--- config.mk ---
export PLATFORM = sky130hd
export DESIGN_NAME = seg_timer
export DESIGN_NICKNAME = d
export VERILOG_FILES = /design/src/rtl/seg_timer_pkg.sv /design/src/rtl/seg_scan.sv /design/src/rtl/seg_timer.sv
export SDC_FILE = /design/constraint.sdc
export NUM_CORES = 1
export LEC_CHECK = 0
export BUFFER_PORTS_ARGS = -buffer_cell sky130_fd_sc_hd__buf_2
export CAP_MARGIN = 40
export CORE_UTILIZATION = 59
export CTS_BUF_LIST = sky130_fd_sc_hd__clkbuf_8 sky130_fd_sc_hd__clkbuf_16
export CTS_CLUSTER_SIZE = 30
export DETAILED_ROUTE_END_ITERATION = 8
export PLACE_DENSITY = 0.91
export SYNTH_ARGS = -nofsm -noshare
export SYNTH_HDL_FRONTEND = slang
export SYNTH_HIERARCHICAL = 1
export SYNTH_SLANG_ARGS = --single-unit
export TNS_END_PERCENT = 1
--- constraint.sdc ---
create_clock -name sys_clk -period 3.5 [get_ports sys_clk]
set_input_delay 0.175 -clock sys_clk [delete_from_list [all_inputs] [get_ports sys_clk]]
set_output_delay 0.175 -clock sys_clk [all_outputs]
set_load 0.05 [all_outputs]
--- src/rtl/seg_timer_pkg.sv ---
// Shared segment encoding and BCD helpers for the seg_timer block.
// Segment bytes are active-low {dp,g,f,e,d,c,b,a}; the decimal point is always off.
package seg_timer_pkg;

  localparam logic [7:0] SEG_0     = 8'hC0;
  localparam logic [7:0] SEG_1     = 8'hF9;
  localparam logic [7:0] SEG_2     = 8'hA4;
  localparam logic [7:0] SEG_3     = 8'hB0;
  localparam logic [7:0] SEG_4     = 8'h99;
  localparam logic [7:0] SEG_5     = 8'h92;
  localparam logic [7:0] SEG_6     = 8'h82;
  localparam logic [7:0] SEG_7     = 8'hF8;
  localparam logic [7:0] SEG_8     = 8'h80;
  localparam logic [7:0] SEG_9     = 8'h90;
  localparam logic [7:0] SEG_BLANK = 8'hFF;

  function automatic logic [7:0] bcd_to_seg(input logic [3:0] d);
    case (d)
      4'd0:    return SEG_0;
      4'd1:    return SEG_1;
      4'd2:    return SEG_2;
      4'd3:    return SEG_3;
      4'd4:    return SEG_4;
      4'd5:    return SEG_5;
      4'd6:    return SEG_6;
      4'd7:    return SEG_7;
      4'd8:    return SEG_8;
      4'd9:    return SEG_9;
      default: return SEG_BLANK;
    endcase
  endfunction

  // Non-decimal nibbles saturate to 9 so the counter never holds an illegal digit.
  function automatic logic [3:0] bcd_clamp(input logic [3:0] d);
    return (d > 4'd9) ? 4'd9 : d;
  endfunction

endpackage

--- src/rtl/seg_scan.sv ---
// Multiplexed 7-segment scanner: dwell counter, digit index, leading-zero
// blanking and registered segment/select outputs for a DIGITS-wide BCD value.
module seg_scan #(
  parameter int DIGITS   = 6,
  parameter int SCAN_DIV = 50_000
) (
  input  logic                  sys_clk,
  input  logic                  sys_rst_n,
  input  logic [4*DIGITS-1:0]   bcd,
  output logic [7:0]            seg_led,
  output logic [DIGITS-1:0]     seg_sel
);
  import seg_timer_pkg::*;

  localparam int DW = $clog2(SCAN_DIV);
  localparam int IW = (DIGITS > 1) ? $clog2(DIGITS) : 1;
  localparam logic [DW-1:0] DWELL_MAX = DW'(SCAN_DIV - 1);
  localparam logic [IW-1:0] IDX_MAX   = IW'(DIGITS - 1);

  logic [DW-1:0]     dwell_q, dwell_d;
  logic [IW-1:0]     idx_q, idx_d;
  logic [7:0]        led_q, led_d;
  logic [DIGITS-1:0] sel_q, sel_d;
  logic [3:0]        digit [DIGITS];
  logic [DIGITS-1:0] shown;

  always_comb begin
    for (int i = 0; i < DIGITS; i++) digit[i] = bcd[4*i +: 4];
  end

  // A digit is lit if it or any digit above it is nonzero; digit 0 is always lit.
  always_comb begin : blank_p
    logic nz;
    // NOTE: every combinational output gets a default first so no path can infer a latch.
    nz    = 1'b0;
    shown = '0;
    for (int i = DIGITS - 1; i >= 0; i--) begin
      nz       = nz | (digit[i] != 4'd0);
      shown[i] = nz | (i == 0);
    end
  end

  always_comb begin
    dwell_d = dwell_q + DW'(1);
    idx_d   = idx_q;
    if (dwell_q == DWELL_MAX) begin
      dwell_d = '0;
      idx_d   = (idx_q == IDX_MAX) ? '0 : idx_q + IW'(1);
    end
    // Select and segments are derived from the same index so they change together.
    sel_d = ~(DIGITS'(1) << idx_q);
    led_d = shown[idx_q] ? bcd_to_seg(digit[idx_q]) : SEG_BLANK;
  end

  always_ff @(posedge sys_clk or negedge sys_rst_n) begin
    if (!sys_rst_n) begin
      dwell_q <= '0;
      idx_q   <= '0;
      sel_q   <= ~DIGITS'(1);
      led_q   <= SEG_0;
    end else begin
      // NOTE: non-blocking assignments so every flop samples pre-edge values.
      dwell_q <= dwell_d;
      idx_q   <= idx_d;
      sel_q   <= sel_d;
      led_q   <= led_d;
    end
  end

  assign seg_led = led_q;
  assign seg_sel = sel_q;

endmodule

--- src/rtl/seg_timer.sv ---
// N-digit BCD up/down timer with run/pause, parallel load, terminal-count pulse
// and an attached multiplexed common-anode 7-segment display driver.
module seg_timer #(
  parameter int CLK_FREQ = 50_000_000,
  parameter int TICK_HZ  = 10,
  parameter int SCAN_HZ  = 1000,
  parameter int DIGITS   = 6
) (
  input  logic                sys_clk,
  input  logic                sys_rst_n,
  input  logic                mode,
  input  logic                run,
  input  logic                load,
  input  logic [4*DIGITS-1:0] load_val,
  output logic [4*DIGITS-1:0] count_val,
  output logic                count_zero,
  output logic                count_done,
  output logic [7:0]          seg_led,
  output logic [DIGITS-1:0]   seg_sel
);
  import seg_timer_pkg::*;

  localparam int TICK_DIV = CLK_FREQ / TICK_HZ;
  localparam int SCAN_DIV = CLK_FREQ / SCAN_HZ;
  localparam int PW       = $clog2(TICK_DIV);
  localparam logic [PW-1:0] PRESC_MAX = PW'(TICK_DIV - 1);

  logic [PW-1:0]       presc_q, presc_d;
  logic [4*DIGITS-1:0] count_q, count_d;
  logic                done_q, done_d;
  logic [4*DIGITS-1:0] step_val;
  logic                step_carry;
  logic                tick;

  // Prescaler freezes while paused so resuming keeps the tick phase.
  always_comb begin
    tick    = run && (presc_q == PRESC_MAX);
    presc_d = presc_q;
    if (load)     presc_d = '0;
    else if (run) presc_d = tick ? '0 : presc_q + PW'(1);
  end

  // Ripple BCD +/-1; a carry out of the top digit means all-9s wrapped (up)
  // or the count was already zero (down).
  always_comb begin : bcd_step_p
    logic [3:0] d;
    step_carry = 1'b1;
    step_val   = count_q;
    d          = 4'd0;
    for (int i = 0; i < DIGITS; i++) begin
      d = count_q[4*i +: 4];
      if (step_carry) begin
        if (mode) begin
          step_val[4*i +: 4] = (d == 4'd9) ? 4'd0 : d + 4'd1;
          step_carry         = (d == 4'd9);
        end else begin
          step_val[4*i +: 4] = (d == 4'd0) ? 4'd9 : d - 4'd1;
          step_carry         = (d == 4'd0);
        end
      end
    end
  end

  always_comb begin
    count_d = count_q;
    done_d  = 1'b0;
    if (load) begin
      for (int i = 0; i < DIGITS; i++) count_d[4*i +: 4] = bcd_clamp(load_val[4*i +: 4]);
    end else if (tick) begin
      if (mode) begin
        count_d = step_val;
        done_d  = step_carry;
      end else if (!step_carry) begin
        count_d = step_val;
        done_d  = (step_val == '0);
      end
    end
  end

  always_ff @(posedge sys_clk or negedge sys_rst_n) begin
    if (!sys_rst_n) begin
      presc_q <= '0;
      count_q <= '0;
      done_q  <= 1'b0;
    end else begin
      presc_q <= presc_d;
      count_q <= count_d;
      done_q  <= done_d;
    end
  end

  assign count_val  = count_q;
  assign count_zero = (count_q == '0);
  assign count_done = done_q;

  seg_scan #(
    .DIGITS   (DIGITS),
    .SCAN_DIV (SCAN_DIV)
  ) u_scan (
    .sys_clk   (sys_clk),
    .sys_rst_n (sys_rst_n),
    .bcd       (count_q),
    .seg_led   (seg_led),
    .seg_sel   (seg_sel)
  );

endmodule

# --- Word level (Yosys, flattened, before mapping) ---
# Memory sizes are Yosys's and may differ from the RTL's.
# Index checks and enable logic that the tools add are counted.
word_totals:
  input_bits: 29
  n_memories: 1
  rom_bits: 112
  out_inout_bits: 40
  reg_bits: 81
op_classes:
  order_cmp: 8
  bitwise_logic: 6
  shifts: 1
  n_reduce_logical: 17
  n_addsub: 15
  mux: 59
  n_eq_ne: 10
mem_list:
  columns: ["memory", "words", "width", "read_ports", "rd_ports_with_merged_regs", "write_ports", "line_no", "text"]
  rows:
  - ["(no name shown)", 16, 7, 1, 0, 0, "seg_timer_pkg.sv:18", "case (d)"]
ops:
  columns: ["cell", "n"]
  rows:
  - ["$mux 4", 31]
  - ["$mux 24", 4]
  - ["$mux 23", 3]
  - ["$logic_not 24->1", 2]
  - ["$add 4x1->4 const B", 6]
  - ["$eq 4x4->1 const B", 6]
  - ["$gt 4x4->1 const B", 6]
  - ["$logic_not 4->1", 6]
  - ["$sub 4x1->4 const B", 6]
  - ["$add 23x1->23 const B", 1]
  - ["$eq 23x23->1 const B", 1]
  - ["$reduce_bool 4->1", 5]
  - ["$add 16x1->16 const B", 1]
  - ["$eq 16x16->1 const B", 1]
  - ["$mux 1", 16]
  - ["$mux 16", 1]
  - ["$bmux 4 s3", 1]
  - ["$mux 8", 1]
  - ["$not 6->6", 1]
  - ["$shl 1x3->6 const A", 1]
  - ["$ge 4x4->1 const B", 1]
  - ["$lt 3x4->1 const B", 1]
  - ["$not 3->4", 1]
  - ["$or 1x1->1", 4]
  - ["8 further kinds", 9]

# --- Longest topological paths before layout ---
# Gate-level depths: netlist of the first run.
depth:
  word_depth: 12
  mapped_depth: 12

# --- Cells and area by module ---
# Netlist of the first run, hierarchy kept.
by_module_without_submodules:
  columns: ["module", "instances", "cells_each", "area_per_inst_um2", "seq_area_each_um2"]
  rows:
  - ["seg_timer", 1, 479, 3691.0, 1201.2]
  - ["seg_scan", 1, 174, 1816.7, 808.3]

# --- Worst setup path after synthesis of the first run ---
# No wires, ideal clock.
synth_path:
  path_type: "register to register"
  start: "reg count_q[5] (netlist: count_val[5])"
  end: "reg done_q (netlist: count_done)"
  n_path_buf: 2
  stages_incl_launch_ff: 11
  period_less_slack_ns: 3.409
  setup_time_ns: 0.083
  path_slack_ns: 0.091
  arrival_ns: 3.326
  path_cell_list: "dfrtp_1 -> buf_6 -> or4_1 -> buf_2 -> a2111o_1 -> nor3_4 -> nand3_4 -> o311a_1 -> a311o_1 -> or4_1 -> o22ai_1"
synth_via:
  elab_chain_len: 12
synth_rtl:
  columns: ["item", "line_no", "text"]
  rows:
  - ["start, declared", "seg_timer.sv:29", "logic [4*DIGITS-1:0] count_q, count_d;"]
  - ["start signal, assigned", "seg_timer.sv:87", "count_q <= count_d;"]
  - ["$eq 4x4->1 or $logic_not 4->1 (tied branches)", null, null]
  - ["$mux 1", "seg_timer.sv:53", "if (mode) begin"]
  - ["$mux 1 (4 in series)", "seg_timer.sv:52", "if (step_carry) begin"]
  - ["$mux 4", "seg_timer.sv:52", null]
  - ["$logic_not 24->1", "seg_timer.sv:75", "done_d = (step_val == '0);"]
  - ["$mux 1", "seg_timer.sv:73", "end else if (!step_carry) begin"]
  - ["$mux 1 (*)", "seg_timer.sv:70", "if (mode) begin"]
  - ["$mux 1 (*)", "seg_timer.sv:69", "end else if (tick) begin"]
  - ["$mux 1 (*)", "seg_timer.sv:67", "if (load) begin"]
  - ["named net done_d", "seg_timer.sv:30", "logic done_q, done_d;"]
  - ["end signal, assigned", "seg_timer.sv:88", "done_q <= done_d;"]
  - ["end, declared", "seg_timer.sv:30", null]
# Mark *: on every way through the listed nets, which the timed path passes. The rest lies on a longest branch.
# A chain may end at the register's enable or synchronous reset.

# --- Final worst setup path of the first run ---
layout_path:
  start: "reg count_q[5] (netlist: count_val[5])"
  end: "reg count_q[14] (netlist: count_val[14])"
layout_via:
  elab_chain_len: 9
layout_rtl:
  columns: ["item", "line_no"]
  rows:
  - ["$eq 4x4->1 or $logic_not 4->1 (tied branches)", "seg_timer.sv:55, seg_timer.sv:58"]
  - ["$mux 1 (*)", "seg_timer.sv:53"]
  - ["$mux 1 (*) (2 in series)", "seg_timer.sv:52"]
  - ["$mux 1 or $mux 4 (tied branches)", "seg_timer.sv:52"]
  - ["$mux 1 or $mux 24 (tied branches)", "seg_timer.sv:52, seg_timer.sv:73"]
  - ["$mux 1 or $mux 24 (tied branches)", "seg_timer.sv:52, seg_timer.sv:70"]
  - ["$ne 3x3->1 (no source line) or $mux 24 (tied branches)", null]
  - ["$reduce_and 2->1 (no source line) or $mux 24 (tied branches)", null]
# Mark *: on every way between the ends. The rest lies on a longest branch, timed or not. The select of a mux whose other input is x is not followed.

==> results.txt, run 1 <==
----------------------------------------------------
[Run status]
  Run status ... complete, no violations

[Routing]
  Number of DRC violations after detailed routing ... 0
  Vias after detailed routing ... between 5000 and 6000
  Starting DRC count in detailed routing ... approximately 450
  Final wirelength ... 14200 um
  Antenna Violating Nets Remaining ... 0
  Via density per instance ... ~6.5
  DR WL/cell ... roughly 17 um
  Detailed Routing Iterations Pass 1 ... 5

[Flow run]
  # Max-Cap Violations ... 0

[Clock network]
  Sinks on the clock net ... 80
  CTS tree ... built
  H-tree depth ... 3
  Cts bufs inserted ... 9
  Root Driver ... sky130_fd_sc_hd__clkbuf_8
  CTS clock-pin slew for the worst setup and hold paths ... 0.10 ns
  CTS max path bufs ... 2
  PostCTS Resize Cnt ... 0
  Clock latency on the worst-skew pair ... roughly 0.36 ns

[Critical path]
  Critical path's top delay family ... simple AND/OR/NAND/NOR gates
  Kind of critical path ... reg -> reg
  Worst r2r src ... count_val[5]$_DFFE_PN0P_
  Highest cell delay on the worst timing path ... 0.60 ns
  Worst Path Arrival ... 3.47 ns
  Logic depth of the worst register-to-register path ... 7
  Total number of cells along the worst setup path ... 7
  Highest fanout seen on the critical path ... 11
  Kind of capture point of the worst setup path ... register
  Critical Path Start ... count_val[5]$_DFFE_PN0P_
  Crit path to ... count_val[14]$_DFFE_PN0P_
  Critical Path Start Type ... register
  Critical register-to-register path endpoint ... count_val[14]$_DFFE_PN0P_
  Worst setup slack for register-to-register paths ... 0.32 ns
  Number of buffer and inverter stages on the critical path ... 1
  Cell chain of the critical path ... or4_1 > a2111o_1 > or3_1 > o31a_1 > buf_4 > mux2_2 > o21ai_1
  Max stage delay cell, worst path ... sky130_fd_sc_hd__or4_1
  Critical path data required time ... 3.79 ns

[Die]
  Initial core utilization ... 0.619
  Die Outline Area ... between 9000 and 10000 um^2
  I/O pin cnt ... 69
  Die W ... 98.6 um
  CORE AREA ... between 8000 and 9000 um^2
  Standard-cell row count ... 34
  Die height ... 98.6 um

[GRT]
  Pin count of the biggest net entering global routing ... 65
  Aggregate global-route resource usage ... 0.308
  Number of global-route vias before repair ... between 4000 and 5000
  Total grt overflow ... 0
  Grt peak-use layer ... met2
  Routing usage on met1 ... 0.408
  First-pass GRT wire length ... 23800 um
  Met3 Use GR ... 0.0539
  Initial antenna violation count ... 0
  GR met2 Demand/Resource ... 0.499

[Cells and area]
  Net count of the finished layout ... roughly 750
  Number of filler cells placed in the layout ... about 680
  Commonest non-fill, non-tap cell in the layout ... sky130_fd_sc_hd__dfrtp_1
  Commonest non-fill, non-tap cells in the layout ... sky130_fd_sc_hd__dfrtp_1, sky130_fd_sc_hd__nor2_1, sky130_fd_sc_hd__buf_2, sky130_fd_sc_hd__nand2_1, sky130_fd_sc_hd__o21ai_0
  Area growth syn-to-layout ... 12.5%
  Antenna Diode Count ... 0
  Share of cells above drive strength 1 ... 0.190

[Synthesis]
  Sequential element share of the synthesized area ... 0.365
  FF+latch count, synth ... 80
  Cell type contributing the most total cell area after synthesis ... sky130_fd_sc_hd__dfrtp_1
  Fraction of synthesized cell area in xor and xnor cells ... 0.0763
  Number of flops mapped to enable cells by yosys ... 0
  Asr flop ratio synth ... 1.00
  Compound-Gate Fraction of Synth Area ... 0.167
  Top cells by area, synth ... sky130_fd_sc_hd__dfrtp_1, sky130_fd_sc_hd__nor2_1, sky130_fd_sc_hd__o21ai_0, sky130_fd_sc_hd__nand2_1, sky130_fd_sc_hd__xor2_1
  Most used DFF post-synth ... sky130_fd_sc_hd__dfrtp_1
  Total nets after synthesis ... between 600 and 700
  Adder-cell share of the synthesized area ... 0.0182
  Post-synthesis cell type count ... between 60 and 70
  Area share of and/or/nand/nor cells after synthesis ... 0.257
  Multiplexer fraction of the synthesized cell area ... 0.0597
  Synthesized cell area ... about 5500 um^2
  Yosys Warn Count ... 6
  Largest family of logic cells by synthesized area ... simple AND/OR/NAND/NOR gates
  Average size of a mapped cell ... 8.43 um^2
  Synthesized netlist cell count ... about 650
  Fraction of synthesized cell area taken by the top area cell type ... 0.336

[Placed design]
  Sum of net half-perimeters after detailed placement ... 10000 um
  Quantity of I/O buffers inserted on ports ... between 60 and 70
  RePlAce Congestion ... about 0.9

[Power]
  Leakage ... ~0.0026 uW
  Power per cell area ... 391 nW/um^2
  VDD IR max ... approximately 0.3 mV

[Timing]
  Post-route clock skew ... roughly 0.012 ns
  Highest achievable clock rate ... 0.314 GHz
  Count of final max-slew check failures ... 0
  Total of endpoints with negative setup slack in the final report ... 0
  Worst Max-Slew Pin Slew ... roughly 0.74 ns
  Final hold violation count ... 0
  Post-route setup TNS ... 0 ns
  Worst slack on hold paths ... ~0.038 ns
  Worst slew slack as a fraction of its limit ... 0.504
  Final critical-path share of the clock period ... 0.910
  Clock period minus worst slack ... 3.18 ns
  Unrepaired setup endpoints after global routing ... no

[Min path]
  Worst min path class ... in -> reg
  Depth of the worst hold-timing path ... 3

----------------------------------------------------
-- cell families (layout without fill, tap and decap cells) --
kind of cell,after synthesis,in the layout
muxes,27,27
other,1,1
adders and majority gates,8,8
DFF,80,80
buffers and inverters,69,130
and+or+nand+nor,278,278
xor gates and xnor gates,48,48
AOI/OAI and AO/OA,142,142
-- report_power, final --
part           internal [uW]  total, uW  switching [uW]  leakage [uW]
registers                963       1030            62.3       0.00103
logic                    187        588             401       0.00148
clock network            417        810             393      0.000118
-- stage by stage --
step / total power [uW] / util / area, um^2 / instances / setup WS [ns]
6_report: 2420 / 0.697 / 6200 / 822 / 0.316
2_1_floorplan: 1440 / - / 5510 / 653 / 0.0913
3_3_place_gp: 1590 / 0.666 / 5930 / 804 / 0.449
3_5_place_dp: 1610 / 0.670 / 5950 / 805 / 0.387
4_1_cts: 2420 / 0.697 / 6200 / 822 / 0.358
5_1_grt: 2510 / 0.697 / 6200 / 822 / 0.215
-- sequential cells by signal, summed over array words and instances, names as in the netlist --
register        count
count_val          24
presc_q            23
u_scan/dwell_q     16
u_scan/seg_led      7
u_scan/seg_sel      6
u_scan/idx_q        3
count_done          1
-- final cells by class --
| type | count | area, um^2 | area share |
|---|---|---|---|
| inverter | 23 | 86.3 | 0.0139 |
| clock buffer | 9 | 124 | 0.0200 |
| tap | 108 | 135 | 0.0218 |
| clock inverter | 7 | 111 | 0.0180 |
| timing repair buffer | 91 | 541 | 0.0872 |
| multi-input combinational | 504 | 3190 | 0.515 |
| sequential | 80 | 2010 | 0.324 |
-- routing by layer --
metal | vias up | wire (um)
li1 | 2461 | -
met1 | 2532 | 5820
met2 | 289 | 6700
met3 | 56 | 1180
met4 | 0 | 503
met5 | - | 0
-- tightest hold or removal path: cells and delay by family --
| family | cells | cell delay [ns] |
|---|---|---|
| and+or+nand+nor | 1 | 0.04 |
| buffers and inverters | 1 | 0.09 |
| AOI/OAI and AO/OA | 1 | 0.06 |
-- cell usage after synthesis (6+ instances only) --
master and instances:
sky130_fd_sc_hd__a21oi_1 21, sky130_fd_sc_hd__a31oi_1 11, sky130_fd_sc_hd__and3_1 12, sky130_fd_sc_hd__buf_2 8, sky130_fd_sc_hd__clkbuf_1 29, sky130_fd_sc_hd__dfrtp_1 74
sky130_fd_sc_hd__dfstp_2 6, sky130_fd_sc_hd__ha_1 8, sky130_fd_sc_hd__inv_1 22, sky130_fd_sc_hd__mux2_2 7, sky130_fd_sc_hd__mux2i_1 16, sky130_fd_sc_hd__nand2_1 61
sky130_fd_sc_hd__nand2b_1 6, sky130_fd_sc_hd__nand3_1 26, sky130_fd_sc_hd__nand4_1 22, sky130_fd_sc_hd__nor2_1 72, sky130_fd_sc_hd__nor2b_1 9, sky130_fd_sc_hd__nor3_1 21
sky130_fd_sc_hd__nor4_1 13, sky130_fd_sc_hd__o21a_1 8, sky130_fd_sc_hd__o21ai_0 50, sky130_fd_sc_hd__o22ai_1 11, sky130_fd_sc_hd__or3_1 8, sky130_fd_sc_hd__xnor2_1 22
sky130_fd_sc_hd__xor2_1 26
-- worst min-delay path by stage --
| stage | from | end |
|---|---|---|
| after floorplan | sys_rst_n | count_done$_DFF_PN0_ |
| after global placement | sys_rst_n | u_scan/seg_led[1]$_DFF_PN0_ |
| after detailed placement | sys_rst_n | count_val[6]$_DFFE_PN0P_ |
| after CTS | load_val[13] | count_val[13]$_DFFE_PN0P_ |
| after global routing | load_val[23] | count_val[22]$_DFFE_PN0P_ |
| final | load_val[13] | count_val[13]$_DFFE_PN0P_ |
-- what timing repair did --
item,in CTS,in global routing
endpoints found under the hold margin,16,0
buffers inserted,0,0
hold buffers,1,0
No activity file was read; power rests on OpenSTA's default activity.
==> inputs of run 2 (changes only) <==
SYNTH_HIERARCHICAL = not set   (was 1)
==> results.txt, run 2 <==
----------------------------------------------------
[Cells and area]
  Commonest non-fill, non-tap cell in the layout ... sky130_fd_sc_hd__dfrtp_1
  Number of filler cells placed in the layout ... slightly above 700
  Commonest non-fill, non-tap cells in the layout ... sky130_fd_sc_hd__dfrtp_1, sky130_fd_sc_hd__nor2_1, sky130_fd_sc_hd__nand2_1, sky130_fd_sc_hd__buf_2, sky130_fd_sc_hd__o21ai_0
  Max FFs per register ... 24
  Final Instance Area ... slightly above 6000 um^2
  Share of cells above drive strength 1 ... 0.179
  Antenna Diode Count ... 0
  Net count of the finished layout ... ~750
  Area growth syn-to-layout ... 11.9%

[Critical path]
  Logic depth of the worst register-to-register path ... 8
  Kind of capture point of the worst setup path ... register
  Number of buffer and inverter stages on the critical path ... 1
  Cell chain of the critical path ... or4_1 > a2111o_4 > nor4_4 > or2_1 > buf_4 > nor2_1 > xnor2_1 > o21ai_0
  Highest cell delay on the worst timing path ... 0.69 ns
  Highest fanout seen on the critical path ... 12
  Total number of cells along the worst setup path ... 8
  Max stage delay cell, worst path ... sky130_fd_sc_hd__or4_1
  Critical path data required time ... between 3 and 4 ns
  Critical path's top delay family ... simple AND/OR/NAND/NOR gates
  Worst Path Arrival ... about 3.4 ns
  Kind of critical path ... reg -> reg
  Critical Path Start Type ... register

[Synthesis]
  Synthesized cell area ... between 5000 and 6000 um^2
  Cell type contributing the most total cell area after synthesis ... sky130_fd_sc_hd__dfrtp_1
  Number of flops mapped to enable cells by yosys ... 0
  Top cells by area, synth ... sky130_fd_sc_hd__dfrtp_1, sky130_fd_sc_hd__nor2_1, sky130_fd_sc_hd__nand2_1, sky130_fd_sc_hd__xor2_1, sky130_fd_sc_hd__o21ai_0
  Multiplexer fraction of the synthesized cell area ... 0.0462
  Fraction of synthesized cell area in xor and xnor cells ... 0.0634
  Most numerous cell in the Yosys netlist ... sky130_fd_sc_hd__dfrtp_1
  Total nets after synthesis ... 700
  Yosys Warn Count ... 0
  Asr flop ratio synth ... 1.00
  Most used standard cells in the synthesized netlist ... sky130_fd_sc_hd__dfrtp_1, sky130_fd_sc_hd__nor2_1, sky130_fd_sc_hd__nand2_1, sky130_fd_sc_hd__o21ai_0, sky130_fd_sc_hd__clkbuf_1
  Area share of and/or/nand/nor cells after synthesis ... 0.279
  Fraction of synthesized cell area taken by the top area cell type ... 0.335
  Largest family of logic cells by synthesized area ... simple AND/OR/NAND/NOR gates
  Most used DFF post-synth ... sky130_fd_sc_hd__dfrtp_1
  Synthesized netlist cell count ... around 660
  Post-synthesis cell type count ... between 70 and 80
  FF+latch count, synth ... 80
  Average size of a mapped cell ... around 8.3 um^2
  Compound-Gate Fraction of Synth Area ... 0.182
  Sequential element share of the synthesized area ... 0.364
  Adder-cell share of the synthesized area ... 0.0181

[Placed design]
  Quantity of I/O buffers inserted on ports ... 67
  Worst setup slack before clock tree synthesis ... between 0.5 and 0.6 ns
  Instance area after placement ... a little under 6000 um^2
  RePlAce Congestion ... between 0.9 and 1
  Sum of net half-perimeters after detailed placement ... about 10000 um

[Timing]
  Post-route setup TNS ... 0 ns
  Final hold violation count ... 0
  Count of final max-slew check failures ... 0
  Worst slew slack as a fraction of its limit ... 0.467
  Unrepaired setup endpoints after global routing ... no
  Final setup slack of the worst path ... 0.416 ns
  Worst Max-Slew Pin Slew ... approximately 0.80 ns
  Clock period minus worst slack ... 3.08 ns
  Final critical-path share of the clock period ... 0.881
  Highest achievable clock rate ... 0.324 GHz
  Post-route clock skew ... between 0.015 and 0.02 ns
  Total of endpoints with negative setup slack in the final report ... 0

[Clock network]
  Clock latency on the worst-skew pair ... 0.37 ns
  Cts bufs inserted ... 9
  Sinks on the clock net ... 80
  CTS max path bufs ... 2
  CTS tree ... built
  PostCTS Resize Cnt ... 0
  CTS clock-pin slew for the worst setup and hold paths ... 0.10 ns
  Root Driver ... sky130_fd_sc_hd__clkbuf_8
  H-tree depth ... 3

[Power]
  Share of total power in the clock network ... 0.314
  Combinational share of power ... 0.245
  Leakage ... 0.00255 uW
  Sequential Power Share ... 0.441
  Switching share of total power ... 0.363
  P_int ... between 1000 and 1500 uW
  Power per cell area ... approximately 380 nW/um^2
  NetSw ... between 800 and 900 uW
  VDD IR max ... roughly 0.21 mV

[Die]
  CORE AREA ... between 8000 and 9000 um^2
  Die height ... slightly below 100 um
  I/O pin cnt ... 69
  Die Outline Area ... between 9000 and 10000 um^2
  Die W ... slightly below 100 um
  Standard-cell row count ... 34
  Initial core utilization ... 0.621

[GRT]
  First-pass GRT wire length ... between 20000 and 25000 um
  Pin count of the biggest net entering global routing ... between 50 and 60
  Number of global-route vias before repair ... roughly 5000
  Total grt overflow ... 0
  Aggregate global-route resource usage ... 0.303
  Initial antenna violation count ... 0

[Routing]
  DR WL/cell ... 17.2 um
  Number of DRC violations after detailed routing ... 0
  Antenna Violating Nets Remaining ... 0
  Via density per instance ... ~6.5
  Final wirelength ... roughly 14000 um
  Vias after detailed routing ... 5407
  Starting DRC count in detailed routing ... around 460
  Detailed Routing Iterations Pass 1 ... 6

[Run status]
  Run status ... complete, no violations

[Min path]
  Depth of the worst hold-timing path ... 2
  Worst min path class ... in -> reg

[Flow run]
  # Max-Cap Violations ... 0

----------------------------------------------------
run 2: changes by cell type after synthesis, sizes merged, moves of 4 or more:
cell    previous run  this run
a211oi             1         5
a21oi             21        26
a31oi             11         6
buf               17         8
clkbuf            29        38
inv               22        14
mux2i             16        12
nand2             61        71
nand4             22        16
nor4              13        21
o22ai             11         3
o31ai              2        11
or2                2         6
xnor2             22        15
run 2: final cells by class:
type / count / area, um^2 / share of cell area
timing repair buffer: 87 / 508 / 0.0822
inverter: 16 / 60.1 / 0.00972
tap: 108 / 135 / 0.0219
clock inverter: 7 / 85.1 / 0.0138
multi-input combinational: 521 / 3260 / 0.527
sequential: 80 / 2010 / 0.325
clock buffer: 9 / 124 / 0.0200
run 2: cells by family (layout without fill, tap and decap cells):
| group | after synthesis | after routing |
|---|---|---|
| and+or+nand+nor | 301 | 301 |
| AOI/OAI and AO/OA | 151 | 151 |
| DFF | 80 | 80 |
| buffers and inverters | 62 | 119 |
| xor gates and xnor gates | 40 | 40 |
| muxes | 20 | 20 |
| adders and majority gates | 8 | 8 |
| other | 1 | 1 |
run 2: metrics by stage:
stage,hold WS (ns),instances,total power [uW],utilization
after floorplan,-0.121,663,1440,-
after global placement,0.375,809,1580,0.667
after detailed placement,0.0826,811,1610,0.671
after CTS,0.0250,828,2330,0.695
after global routing,0.0455,828,2430,0.695
final,0.0268,828,2330,0.695
run 2: final timing paths:
check / slack (ns) / start / endpoint
max: 0.42 / count_val[5]$_DFFE_PN0P_ / count_val[16]$_DFFE_PN0P_
min: 0.03 / load_val[23] / count_val[21]$_DFFE_PN0P_
max reg2reg: 0.42 / count_val[5]$_DFFE_PN0P_ / count_val[16]$_DFFE_PN0P_
min reg2reg: 0.50 / u_scan.dwell_q[0]$_DFF_PN0_ / u_scan.dwell_q[0]$_DFF_PN0_
max in group asynchronous: 2.69 / sys_rst_n / count_val[19]$_DFFE_PN0P_
min in group asynchronous: 0.22 / sys_rst_n / u_scan.dwell_q[13]$_DFF_PN0_
run 2: repair_timing:
| action | in CTS | in global routing |
|---|---|---|
| hold buffers | 1 | 0 |
| buffers inserted | 0 | 0 |
| endpoints found under the hold margin | 22 | 0 |
run 2: per-layer routing:
layer  share of wire  global-route usage  up-vias
met1            0.41               0.401     2565
met4           0.024               0.108        0
met3           0.079              0.0411       43
met5               0                   0        -
met2            0.49               0.511      288
li1                -                   -     2511
run 2: power by group through the flow:
stage | Combinational (uW) | Clock [uW] | Sequential (uW)
2_1_floorplan | 286 | 0 | 1150
3_3_place_gp | 542 | 0 | 1040
3_5_place_dp | 563 | 0 | 1040
4_1_cts | 566 | 738 | 1030
5_1_grt | 617 | 773 | 1040
6_report | 571 | 732 | 1030
